`config.mk`:
```
export PLATFORM = sky130hd
export DESIGN_NAME = iss_select_arbiter_flat
export DESIGN_NICKNAME = d
export VERILOG_FILES = /design/src/rtl/iss_select_arbiter_if.sv /design/src/rtl/iss_select_arbiter.sv /design/src/flat_wrapper.sv
export SDC_FILE = /design/constraint.sdc
export NUM_CORES = 1
export LEC_CHECK = 0
export CORE_ASPECT_RATIO = 1.4
export CORE_MARGIN = 1
export CORE_UTILIZATION = 55
export DETAILED_ROUTE_END_ITERATION = 10
export PLACE_DENSITY = 0.85
export SLEW_MARGIN = 20
export SYNTH_ARGS = -nofsm -noshare
export SYNTH_HDL_FRONTEND = slang
export SYNTH_SLANG_ARGS = --single-unit
```
`constraint.sdc`:
```
create_clock -name CLK -period 10.2 [get_ports CLK]
set_clock_uncertainty 0.15 [all_clocks]
set_input_delay 1.53 -clock CLK [delete_from_list [all_inputs] [get_ports CLK]]
set_output_delay 1.53 -clock CLK [all_outputs]
set_load 0.05 [all_outputs]
```
`src/rtl/iss_select_arbiter_if.sv`:
```
// Issue-select handshake bundle: IQ/LSQ requests in, issue slot and pops out.
interface iss_select_arbiter_if #(
  parameter int IQ_ENTRIES = 16,
  parameter int IDX_BITS   = 4
);
  logic [IQ_ENTRIES-1:0] IQ_req_IN;
  logic                  LSQ_req_IN;
  logic                  EX_ready_IN;
  logic                  ISS_valid_OUT;
  logic                  ISS_mem_OUT;
  logic [IDX_BITS-1:0]   ISS_iqIdx_OUT;
  logic                  IQ_pop_OUT;
  logic                  LSQ_pop_OUT;

  modport master (
    input  IQ_req_IN,
    input  LSQ_req_IN,
    input  EX_ready_IN,
    output ISS_valid_OUT,
    output ISS_mem_OUT,
    output ISS_iqIdx_OUT,
    output IQ_pop_OUT,
    output LSQ_pop_OUT
  );

  modport slave (
    output IQ_req_IN,
    output LSQ_req_IN,
    output EX_ready_IN,
    input  ISS_valid_OUT,
    input  ISS_mem_OUT,
    input  ISS_iqIdx_OUT,
    input  IQ_pop_OUT,
    input  LSQ_pop_OUT
  );
endinterface

```
`src/rtl/iss_select_arbiter.sv`:
```
// Issue-select: oldest-ready IQ entry vs LSQ head, alternating on contention,
// registered into one output slot with one-shot pop strobes back to the queues.
module iss_select_arbiter #(
  parameter int IQ_ENTRIES = 16,
  parameter int IDX_BITS   = 4
) (
  input  logic CLK,
  input  logic RESET,
  input  logic FREEZE,
  input  logic FLUSH_IN,
  iss_select_arbiter_if.master issIf
);

  logic                  validQ;
  logic                  memQ;
  logic [IDX_BITS-1:0]   idxQ;
  logic                  iqPopQ;
  logic                  lsqPopQ;
  logic                  prQ;

  logic                  iqPop;
  logic                  lsqPop;
  logic [IQ_ENTRIES-1:0] iqMask;
  logic                  iqAny;
  logic                  lsqAny;
  logic [IDX_BITS-1:0]   cand;
  logic [IDX_BITS-1:0]   candFix;
  logic                  found;
  logic                  free;
  logic                  both;
  logic                  winIq;
  logic                  winLsq;

  assign iqPop  = iqPopQ & ~FREEZE;
  assign lsqPop = lsqPopQ & ~FREEZE;

  assign issIf.ISS_valid_OUT = validQ;
  assign issIf.ISS_mem_OUT   = memQ;
  assign issIf.ISS_iqIdx_OUT = idxQ;
  assign issIf.IQ_pop_OUT    = iqPop;
  assign issIf.LSQ_pop_OUT   = lsqPop;

  // The popped entry still requests this cycle, so hide it from selection
  always_comb begin
    iqMask = issIf.IQ_req_IN;
    if (iqPop) iqMask[idxQ] = 1'b0;
  end

  always_comb begin
    cand  = '0;
    found = 1'b0;
    for (int i = 0; i < IQ_ENTRIES; i++) begin
      if (iqMask[i] && !found) begin
        cand  = IDX_BITS'(i);
        found = 1'b1;
      end
    end
  end

  // Entries above a popped one shift down by one as the IQ compresses
  assign candFix = (iqPop && cand > idxQ) ? cand - 1'b1 : cand;

  assign iqAny  = |iqMask;
  assign lsqAny = issIf.LSQ_req_IN & ~lsqPop;
  assign free   = ~validQ | issIf.EX_ready_IN;
  assign both   = iqAny & lsqAny;
  assign winIq  = iqAny & (~lsqAny | ~prQ);
  assign winLsq = lsqAny & (~iqAny | prQ);

  always_ff @(posedge CLK) begin
    if (!RESET) begin
      validQ  <= 1'b0;
      memQ    <= 1'b0;
      idxQ    <= '0;
      iqPopQ  <= 1'b0;
      lsqPopQ <= 1'b0;
      prQ     <= 1'b0;
    end else if (FREEZE) begin
      validQ  <= validQ;
    end else if (FLUSH_IN) begin
      validQ  <= 1'b0;
      iqPopQ  <= 1'b0;
      lsqPopQ <= 1'b0;
    end else if (free) begin
      unique case (1'b1)
        winIq: begin
          validQ  <= 1'b1;
          memQ    <= 1'b0;
          idxQ    <= candFix;
          iqPopQ  <= 1'b1;
          lsqPopQ <= 1'b0;
        end
        winLsq: begin
          validQ  <= 1'b1;
          memQ    <= 1'b1;
          iqPopQ  <= 1'b0;
          lsqPopQ <= 1'b1;
        end
        default: begin
          validQ  <= 1'b0;
          iqPopQ  <= 1'b0;
          lsqPopQ <= 1'b0;
        end
      endcase
      if (both) prQ <= ~prQ;
    end else begin
      iqPopQ  <= 1'b0;
      lsqPopQ <= 1'b0;
    end
  end

endmodule

```
`src/flat_wrapper.sv`:
```
// flat-port wrapper written by rule: the top's interface ports become plain ports
module iss_select_arbiter_flat 
#(
  parameter int IQ_ENTRIES = 16,
  parameter int IDX_BITS   = 4
)
  (CLK, RESET, FREEZE, FLUSH_IN, issIf_IQ_req_IN, issIf_LSQ_req_IN, issIf_EX_ready_IN, issIf_ISS_valid_OUT, issIf_ISS_mem_OUT, issIf_ISS_iqIdx_OUT, issIf_IQ_pop_OUT, issIf_LSQ_pop_OUT);
  iss_select_arbiter_if #(.IQ_ENTRIES(IQ_ENTRIES), .IDX_BITS(IDX_BITS)) issIf_i ();
  input  logic CLK;
  input  logic RESET;
  input  logic FREEZE;
  input  logic FLUSH_IN;
  input wire logic [$bits(issIf_i.IQ_req_IN)-1:0] issIf_IQ_req_IN;
  input wire logic [$bits(issIf_i.LSQ_req_IN)-1:0] issIf_LSQ_req_IN;
  input wire logic [$bits(issIf_i.EX_ready_IN)-1:0] issIf_EX_ready_IN;
  output wire logic [$bits(issIf_i.ISS_valid_OUT)-1:0] issIf_ISS_valid_OUT;
  output wire logic [$bits(issIf_i.ISS_mem_OUT)-1:0] issIf_ISS_mem_OUT;
  output wire logic [$bits(issIf_i.ISS_iqIdx_OUT)-1:0] issIf_ISS_iqIdx_OUT;
  output wire logic [$bits(issIf_i.IQ_pop_OUT)-1:0] issIf_IQ_pop_OUT;
  output wire logic [$bits(issIf_i.LSQ_pop_OUT)-1:0] issIf_LSQ_pop_OUT;
  assign issIf_i.IQ_req_IN = issIf_IQ_req_IN;
  assign issIf_i.LSQ_req_IN = issIf_LSQ_req_IN;
  assign issIf_i.EX_ready_IN = issIf_EX_ready_IN;
  assign issIf_ISS_valid_OUT = issIf_i.ISS_valid_OUT;
  assign issIf_ISS_mem_OUT = issIf_i.ISS_mem_OUT;
  assign issIf_ISS_iqIdx_OUT = issIf_i.ISS_iqIdx_OUT;
  assign issIf_IQ_pop_OUT = issIf_i.IQ_pop_OUT;
  assign issIf_LSQ_pop_OUT = issIf_i.LSQ_pop_OUT;
  iss_select_arbiter #(.IQ_ENTRIES(IQ_ENTRIES), .IDX_BITS(IDX_BITS)) u_core (.CLK(CLK), .RESET(RESET), .FREEZE(FREEZE), .FLUSH_IN(FLUSH_IN), .issIf(issIf_i));
endmodule
```
==> reports/metrics.yaml, run 1 <==
global_route:
  antenna_found_initial: 0
  grt_pass1_vias: 1445
  grt_start_max_net_pins: 26
  grt-ovfl-total: 0
  grt.total_usage_pct: 29.0
  grt_pass1_wl_um: 6180
sta:
  final-hold-violation-count: 0
  rsz0062_at_grt: "no"
  finalCritPeriodShare_pct: 58.2
  fmax_mhz: 169
  tightest_slew_ns: 0.963
  period_needed_ns: 5.93
  maxSlewHeadroom_pct: 35.7
  hold_slack_ns: 0.366
  setup_viol: 0
  drv_slew: 0
  final.setup.tns_ns: 0
  fin_ws_ns: 4.27
place:
  dp_hpwl_um: 2980
  port-buffer-count: 29
  dp_slack_ns: 4.09
  gp_congestion: 0.891
final_layout:
  final_cell_mix: "29 x clkdlybuf4s50_1, 20 x nor2_1, 14 x o21ai_0, 10 x inv_1, 10 x a21oi_1"
  finalNetCount: 236
  final_util_pct: 71.9
  drive_gt1_share_pct: 11.9
  mostFrequentLayoutCell: "clkdlybuf4s50_1"
  diodes: 0
  area_delta_synth_final_pct: 22.8
cts:
  post_cts_resized: 0
  clockBufferDepth: 2
  path_clk_slew_ns: 0.06
  post_cts_buffers: 0
  cts.root.buffer_cell: "clkbuf_4"
  cts_tree: "yes"
  cts_buffers: 3
  htreeDepth: 1
  insertion_delay_ns: 0.27
  cts.sinks: 9
  hold_buffers: 0
worst_setup_path:
  critPathMaxFanout: 15
  cp_num_buf_inv: 3
  reg2regPathDepth: 15
  crit_chain: "clkdlybuf4s50_1 -> or4b_4 -> o32ai_2 -> nand4b_2 -> a211oi_1 -> a211oi_1 -> o32ai_1 -> inv_1 -> ha_1 -> inv_1 -> a21oi_1 -> a21oi_1 -> o311a_1 -> a31oi_1 -> or4_1 -> a311oi_1"
  cp.required_ns: 10.23
  slowest_delay_ns: 0.63
  end_kind: "flip-flop"
  arrival_ns: 5.97
  rrSetupSlack_ns: 5.42
  cp_top_family: "compound AO/OA/AOI/OAI gates"
  crit_path_start_kind: "primary input"
  rr_endpoint: "u_core.issIf.ISS_iqIdx_OUT[3]$_SDFFE_PN0P_"
  cp_slowest_cell: "clkdlybuf4s50_1"
  worstReg2RegStart: "u_core.issIf.ISS_iqIdx_OUT[0]$_SDFFE_PN0P_"
  path_class: "in2reg"
die:
  die_y_um: 62.0
  dieArea_sq_um: 2780
  pin_count: 30
  core.rowCount: 21
  dieWidth_um: 44.9
  start_util_pct: 58.5
  fp.coreArea_sq_um: 2420
detailed_routing:
  drt-pass1-iter-count: 4
  via_per_inst: 6.77
  ant_nets: 0
  drc: 0
  dr.first_iter.drc_count: 64
  vias: 1653
  routed_wirelength_um: 3940
  wire_per_inst_um: 16.2
synthesis:
  synth_area_per_cell_sq_um: 7.65
  synth_top_family_by_area: "compound AO/OA/AOI/OAI gates"
  async_flop_share_pct: 0
  syn_inst: 185
  synth_edf_count: 0
  synthMuxAreaShare_pct: 6.72
  yosysSeqAreaShare_pct: 12.7
  syn_area_sq_um: 1420
  synthAdderAreaFrac_pct: 2.65
  yosys.area_share.xor_xnor_pct: 0.619
  yosysWarnings: 0
  ys_types: 63
  synth_seq_cells: 9
  syn_nets: 210
  synthSimpleGateAreaFrac_pct: 31.2
  synth_compound_area_share_pct: 40.3
  ys.flop_type: "dfxtp_1"
min_path:
  holdPathStages: 2
  worst_hold_path.endpoint: "u_core.prQ$_SDFFE_PN0P_"
  hp-start: "u_core.prQ$_SDFFE_PN0P_"
  min_path_type: "reg2reg"
outcome:
  status: "completed"
pwr:
  power.leakage_uw: 0.000556
  power_density_nw_per_um2: 76.0
  peakVddDrop_v: 0.0000589
  total_power_uw: 132
flow_run:
  drv_cap: 0
[worst min-delay path: cells and delay by family, from the launching register on]
| family | cells | cell delay (ns) |
|---|---|---|
| AO/OA/AOI/OAI | 2 | 0.14 |
| flip-flops | 1 | 0.33 |
[worst max-delay path by stage]
stage | startpoint | end | slack [ns] | cells past startpoint
final | FREEZE | u_core.issIf.ISS_iqIdx_OUT[3]$_SDFFE_PN0P_ | 4.27 | 16
after global routing | FREEZE | u_core.issIf.ISS_iqIdx_OUT[3]$_SDFFE_PN0P_ | 3.99 | 16
after CTS | FREEZE | u_core.issIf.ISS_iqIdx_OUT[3]$_SDFFE_PN0P_ | 4.35 | 16
after detailed placement | FREEZE | u_core.issIf.ISS_iqIdx_OUT[3]$_SDFFE_PN0P_ | 4.09 | 16
after global placement | FREEZE | u_core.issIf.ISS_iqIdx_OUT[3]$_SDFFE_PN0P_ | 4.30 | 16
after floorplan | FREEZE | u_core.issIf.ISS_iqIdx_OUT[3]$_SDFFE_PN0P_ | 5.24 | 15
[area by class of cell]
class                   instances  area, sq um
inverters                      10         37.5
well taps                      34         42.5
clock buffers                   4         26.3
fillers                       214          679
multi-input cells             157         1150
repair buffers                 30          298
flip-flops and latches          9          180
[cell usage after synthesis, types with 2 or more instances]
cell        n  area [sq um]
nand2_1     8          30.0
ha_1        3          37.5
nand4_1     3          18.8
o311a_1     3          30.0
or3_1       3          18.8
o32ai_1     3          26.3
a211oi_2    2          25.0
o32ai_2     2          32.5
o21ai_0    14          70.1
a21oi_1    10          50.1
o32a_1      2          20.0
nor2_1     20          75.1
a211oi_1    4          30.0
nand2b_1    3          18.8
nor4_1      2          12.5
nor2b_1     2          12.5
o211ai_1    4          30.0
nand4bb_1   2          22.5
mux2i_1     5          50.1
buf_2       5          25.0
buf_1       2          7.51
nor3_1      6          30.0
and3_1      2          12.5
and4bb_1    2          25.0
a31o_2      3          26.3
dfxtp_1     9           180
mux2_2      3          33.8
o21a_1      2          15.0
nand3_1     5          25.0
inv_1      10          37.5
a31oi_1     9          56.3
[cell families (layout without fill, tap and decap cells)]
group                    after synthesis  count (layout)
AO/OA/AOI/OAI                         73              73
adder cells (fa/ha/maj)                3               3
multiplexers                           9               9
AND/OR/NAND/NOR                       71              71
buffers and inverters                 19              44
XOR/XNOR                               1               1
flip-flops                             9               9
[flip-flops by register name (all words and copies together), names as in the netlist]
name,flops
u_core.prQ,1
u_core.issIf.ISS_iqIdx_OUT,4
u_core.lsqPopQ,1
u_core.issIf.ISS_valid_OUT,1
u_core.iqPopQ,1
u_core.issIf.ISS_mem_OUT,1
[stage by stage]
stage | instances | instance area [sq um]
2_1_floorplan | 185 | 1420
3_3_place_gp | 240 | 1710
3_5_place_dp | 240 | 1710
4_1_cts | 244 | 1740
5_1_grt | 244 | 1740
6_report | 244 | 1740
[routing by layer]
metal	vias to the layer above	track usage [%]	part of all wire, %
met5	-	0	0
met4	0	16.0	2.8
met3	16	3.47	5.8
met2	80	50.0	51
met1	767	34.8	41
li1	790	-	-
[power breakdown]
group          leakage, uW  internal [uW]  switching (uW)
combinational     0.000468           26.3            34.3
clock            0.0000150           15.1            13.6
sequential       0.0000736           37.0            5.72
total             0.000556           78.4            53.6
No activity file was read; power rests on OpenSTA's default activity.
==> inputs of run 2 (changes only) <==
--- a/config.mk
+++ b/config.mk
@@ -7,9 +7,9 @@
 export LEC_CHECK = 0
 export CORE_ASPECT_RATIO = 1.4
 export CORE_MARGIN = 1
-export CORE_UTILIZATION = 55
+export CORE_UTILIZATION = 47
 export DETAILED_ROUTE_END_ITERATION = 10
-export PLACE_DENSITY = 0.85
+export PLACE_DENSITY = 0.78
 export SLEW_MARGIN = 20
 export SYNTH_ARGS = -nofsm -noshare
 export SYNTH_HDL_FRONTEND = slang
==> constraint.sdc (replaced) <==
create_clock -name CLK -period 5 [get_ports CLK]
set_clock_uncertainty 0.15 [all_clocks]
set_input_delay 0.75 -clock CLK [delete_from_list [all_inputs] [get_ports CLK]]
set_output_delay 0.75 -clock CLK [all_outputs]
set_load 0.05 [all_outputs]
==> run 2 against run 1 <==
  * Combinational power up 110%
  * Critical path type unchanged
  * Critical path depth unchanged
  * Largest power group unchanged
  * Largest cell class unchanged
  * Register-to-register slack worse by 4.7 ns
  * First-iteration DRC count up 20%
  * Clock power rose to 3.0 times the previous value
  * Flip-flop and latch count unchanged
  * Die area up 16%
  * Via count up 1.0%
==> reports/metrics.yaml, run 2 (synthesized netlist as in run 1, its figures left out) <==
final_layout:
  mostFrequentLayoutCell: "clkdlybuf4s50_1"
  finalNetCount: 242  # +2.5%
  drive_gt1_share_pct: 14.4  # +2.4 points
  diodes: 0  # unchanged
  area_delta_synth_final_pct: 27.6
  largest_reg_flops: 4  # unchanged
  final_cell_mix: "29 x clkdlybuf4s50_1, 20 x nor2_1, 14 x o21ai_0, 10 x inv_1, 10 x a21oi_1"
die:
  dieArea_sq_um: 3240  # +16%
  start_util_pct: 49.7  # -8.9 points
  fp.coreArea_sq_um: 2850  # +18%
  pin_count: 30  # unchanged
  die_y_um: 66.9  # +7.9%
  dieWidth_um: 48.4  # +7.8%
  core.rowCount: 23  # +9.5%
global_route:
  antenna_found_initial: 0  # unchanged
  grt.total_usage_pct: 26.3  # -2.7 points
  grt_start_max_net_pins: 21  # -19%
  grt_pass1_vias: 1589  # +10%
  grt-ovfl-total: 0  # unchanged
  grt_pass1_wl_um: 6820  # +10%
pwr:
  pwr-share-clk_pct: 28.3  # +6.6 points
  swShare_pct: 37.3  # -3.4 points
  power_density_nw_per_um2: 167  # +120%
  power.sequential.fraction_pct: 29.0  # -3.3 points
  pwr-share-comb_pct: 42.7  # -3.2 points
  total_power_uw: 301  # +130%
  p_int_uw: 189  # +140%
  peakVddDrop_v: 0.000279  # +370%
  p_sw_uw: 112  # +110%
  power.leakage_uw: 0.000594  # +6.8%
detailed_routing:
  vias: 1670  # +1.0%
  wire_per_inst_um: 16.5  # +1.8%
  routed_wirelength_um: 4160  # +5.6%
  drc: 0  # unchanged
  ant_nets: 0  # unchanged
  drt-pass1-iter-count: 4  # unchanged
  dr.first_iter.drc_count: 77  # +20%
  via_per_inst: 6.60  # -2.6%
sta:
  final-hold-violation-count: 0  # unchanged
  rsz0062_at_grt: "no"
  drv_slew: 0  # unchanged
  final.setup.tns_ns: 0  # unchanged
  setup_viol: 0  # unchanged
  tightest_slew_ns: 0.860  # -0.103 ns
  maxSlewHeadroom_pct: 42.2  # +6.5 points
  finalCritPeriodShare_pct: 92.6
  period_needed_ns: 4.63
  fmax_mhz: 216
flow_run:
  drv_cap: 0  # unchanged
cts:
  post_cts_resized: 0  # unchanged
  path_clk_slew_ns: 0.05  # about the same
  htreeDepth: 1  # unchanged
  cts_tree: "yes"
  hold_buffers: 0  # unchanged
  cts.root.buffer_cell: "clkbuf_8"
  post_cts_buffers: 0  # unchanged
  clockBufferDepth: 2  # unchanged
  cts.sinks: 9  # unchanged
  insertion_delay_ns: 0.23  # -0.04 ns
  cts_buffers: 3  # unchanged
place:
  dp_hpwl_um: 3210  # +7.6%
  port-buffer-count: 29  # unchanged
  gp_congestion: 0.960  # +7.7%
worst_setup_path:
  end_kind: "flip-flop"
  path_class: "in2reg"
  critPathMaxFanout: 9  # -6
  arrival_ns: 4.62  # -1.35 ns
  crit_path_start_kind: "primary input"
  cp.required_ns: 4.99  # -5.24 ns
outcome:
  status: "completed"
min_path:
  min_path_type: "reg2reg"
==> run 2: cell types whose count changed in the layout (fill, tap and decap cells not counted), sizes merged <==
cell  previous run  this run
buf              1         7
==> run 2: final timing paths <==
kind,startpoint,end,slack [ns],depth (start not counted)
worst min-delay path,u_core.prQ$_SDFFE_PN0P_,u_core.prQ$_SDFFE_PN0P_,0.36,2
worst min register to register,u_core.prQ$_SDFFE_PN0P_,u_core.prQ$_SDFFE_PN0P_,0.36,2
worst max-delay path,FREEZE,u_core.issIf.ISS_iqIdx_OUT[3]$_SDFFE_PN0P_,0.37,16
worst max register to register,u_core.issIf.ISS_iqIdx_OUT[0]$_SDFFE_PN0P_,u_core.issIf.ISS_iqIdx_OUT[3]$_SDFFE_PN0P_,0.70,12
==> run 2: layout make-up <==
type                       instances  area [sq um]
multi-input combinational        157          1150
fill                             244          1040
timing repair buffer              36           343
sequential                         9           180
tap                               37          46.3
clock buffer                       4          45.0
inverter                          10          37.5
==> run 2: per-stage QoR <==
stage / instances / instance area [sq um] / worst slack, ns / util [%] / hold WS, ns
6_report: 253 / 1810 / 0.368 / 63.4 / 0.358
5_1_grt: 253 / 1810 / 0.0928 / 63.4 / 0.405
4_1_cts: 253 / 1810 / 0.372 / 63.4 / 0.355
3_5_place_dp: 249 / 1760 / 0.152 / 61.8 / 0.348
3_3_place_gp: 249 / 1760 / 0.243 / 61.8 / 0.335
2_1_floorplan: 185 / 1420 / 0.719 / - / 0.318
==> run 2: metal layers <==
| metal | global-route usage (%) | share of wire [%] | wire length (um) |
|---|---|---|---|
| met1 | 27.7 | 41 | 1700 |
| met2 | 51.2 | 52 | 2180 |
| met3 | 1.83 | 4.2 | 173 |
| met4 | 15.1 | 2.6 | 107 |
| met5 | 0 | 0 | 0 |
==> run 2: worst max-delay path: stages <==
cell and delay, ns:
clkdlybuf4s50_1 0.54, or4b_4 0.58, o32ai_2 0.33, nand4b_2 0.17, a211oi_1 0.26, a211oi_1 0.10
o32ai_1 0.24, inv_1 0.11, ha_1 0.22, inv_1 0.09, a21oi_1 0.07, a21oi_1 0.12
o311a_1 0.17, a31oi_1 0.10, or4_1 0.52, a311oi_1 0.26
==> run 2: power groups by stage <==
stage / Clock, uW / Combinational, uW / Sequential, uW
finish: 85.3 / 129 / 87.3
global route: 90.2 / 140 / 88.3
CTS: 86.6 / 127 / 87.0
detailed placement: 0 / 126 / 88.3
global placement: 0 / 123 / 87.7
floorplan: 0 / 76.1 / 89.8
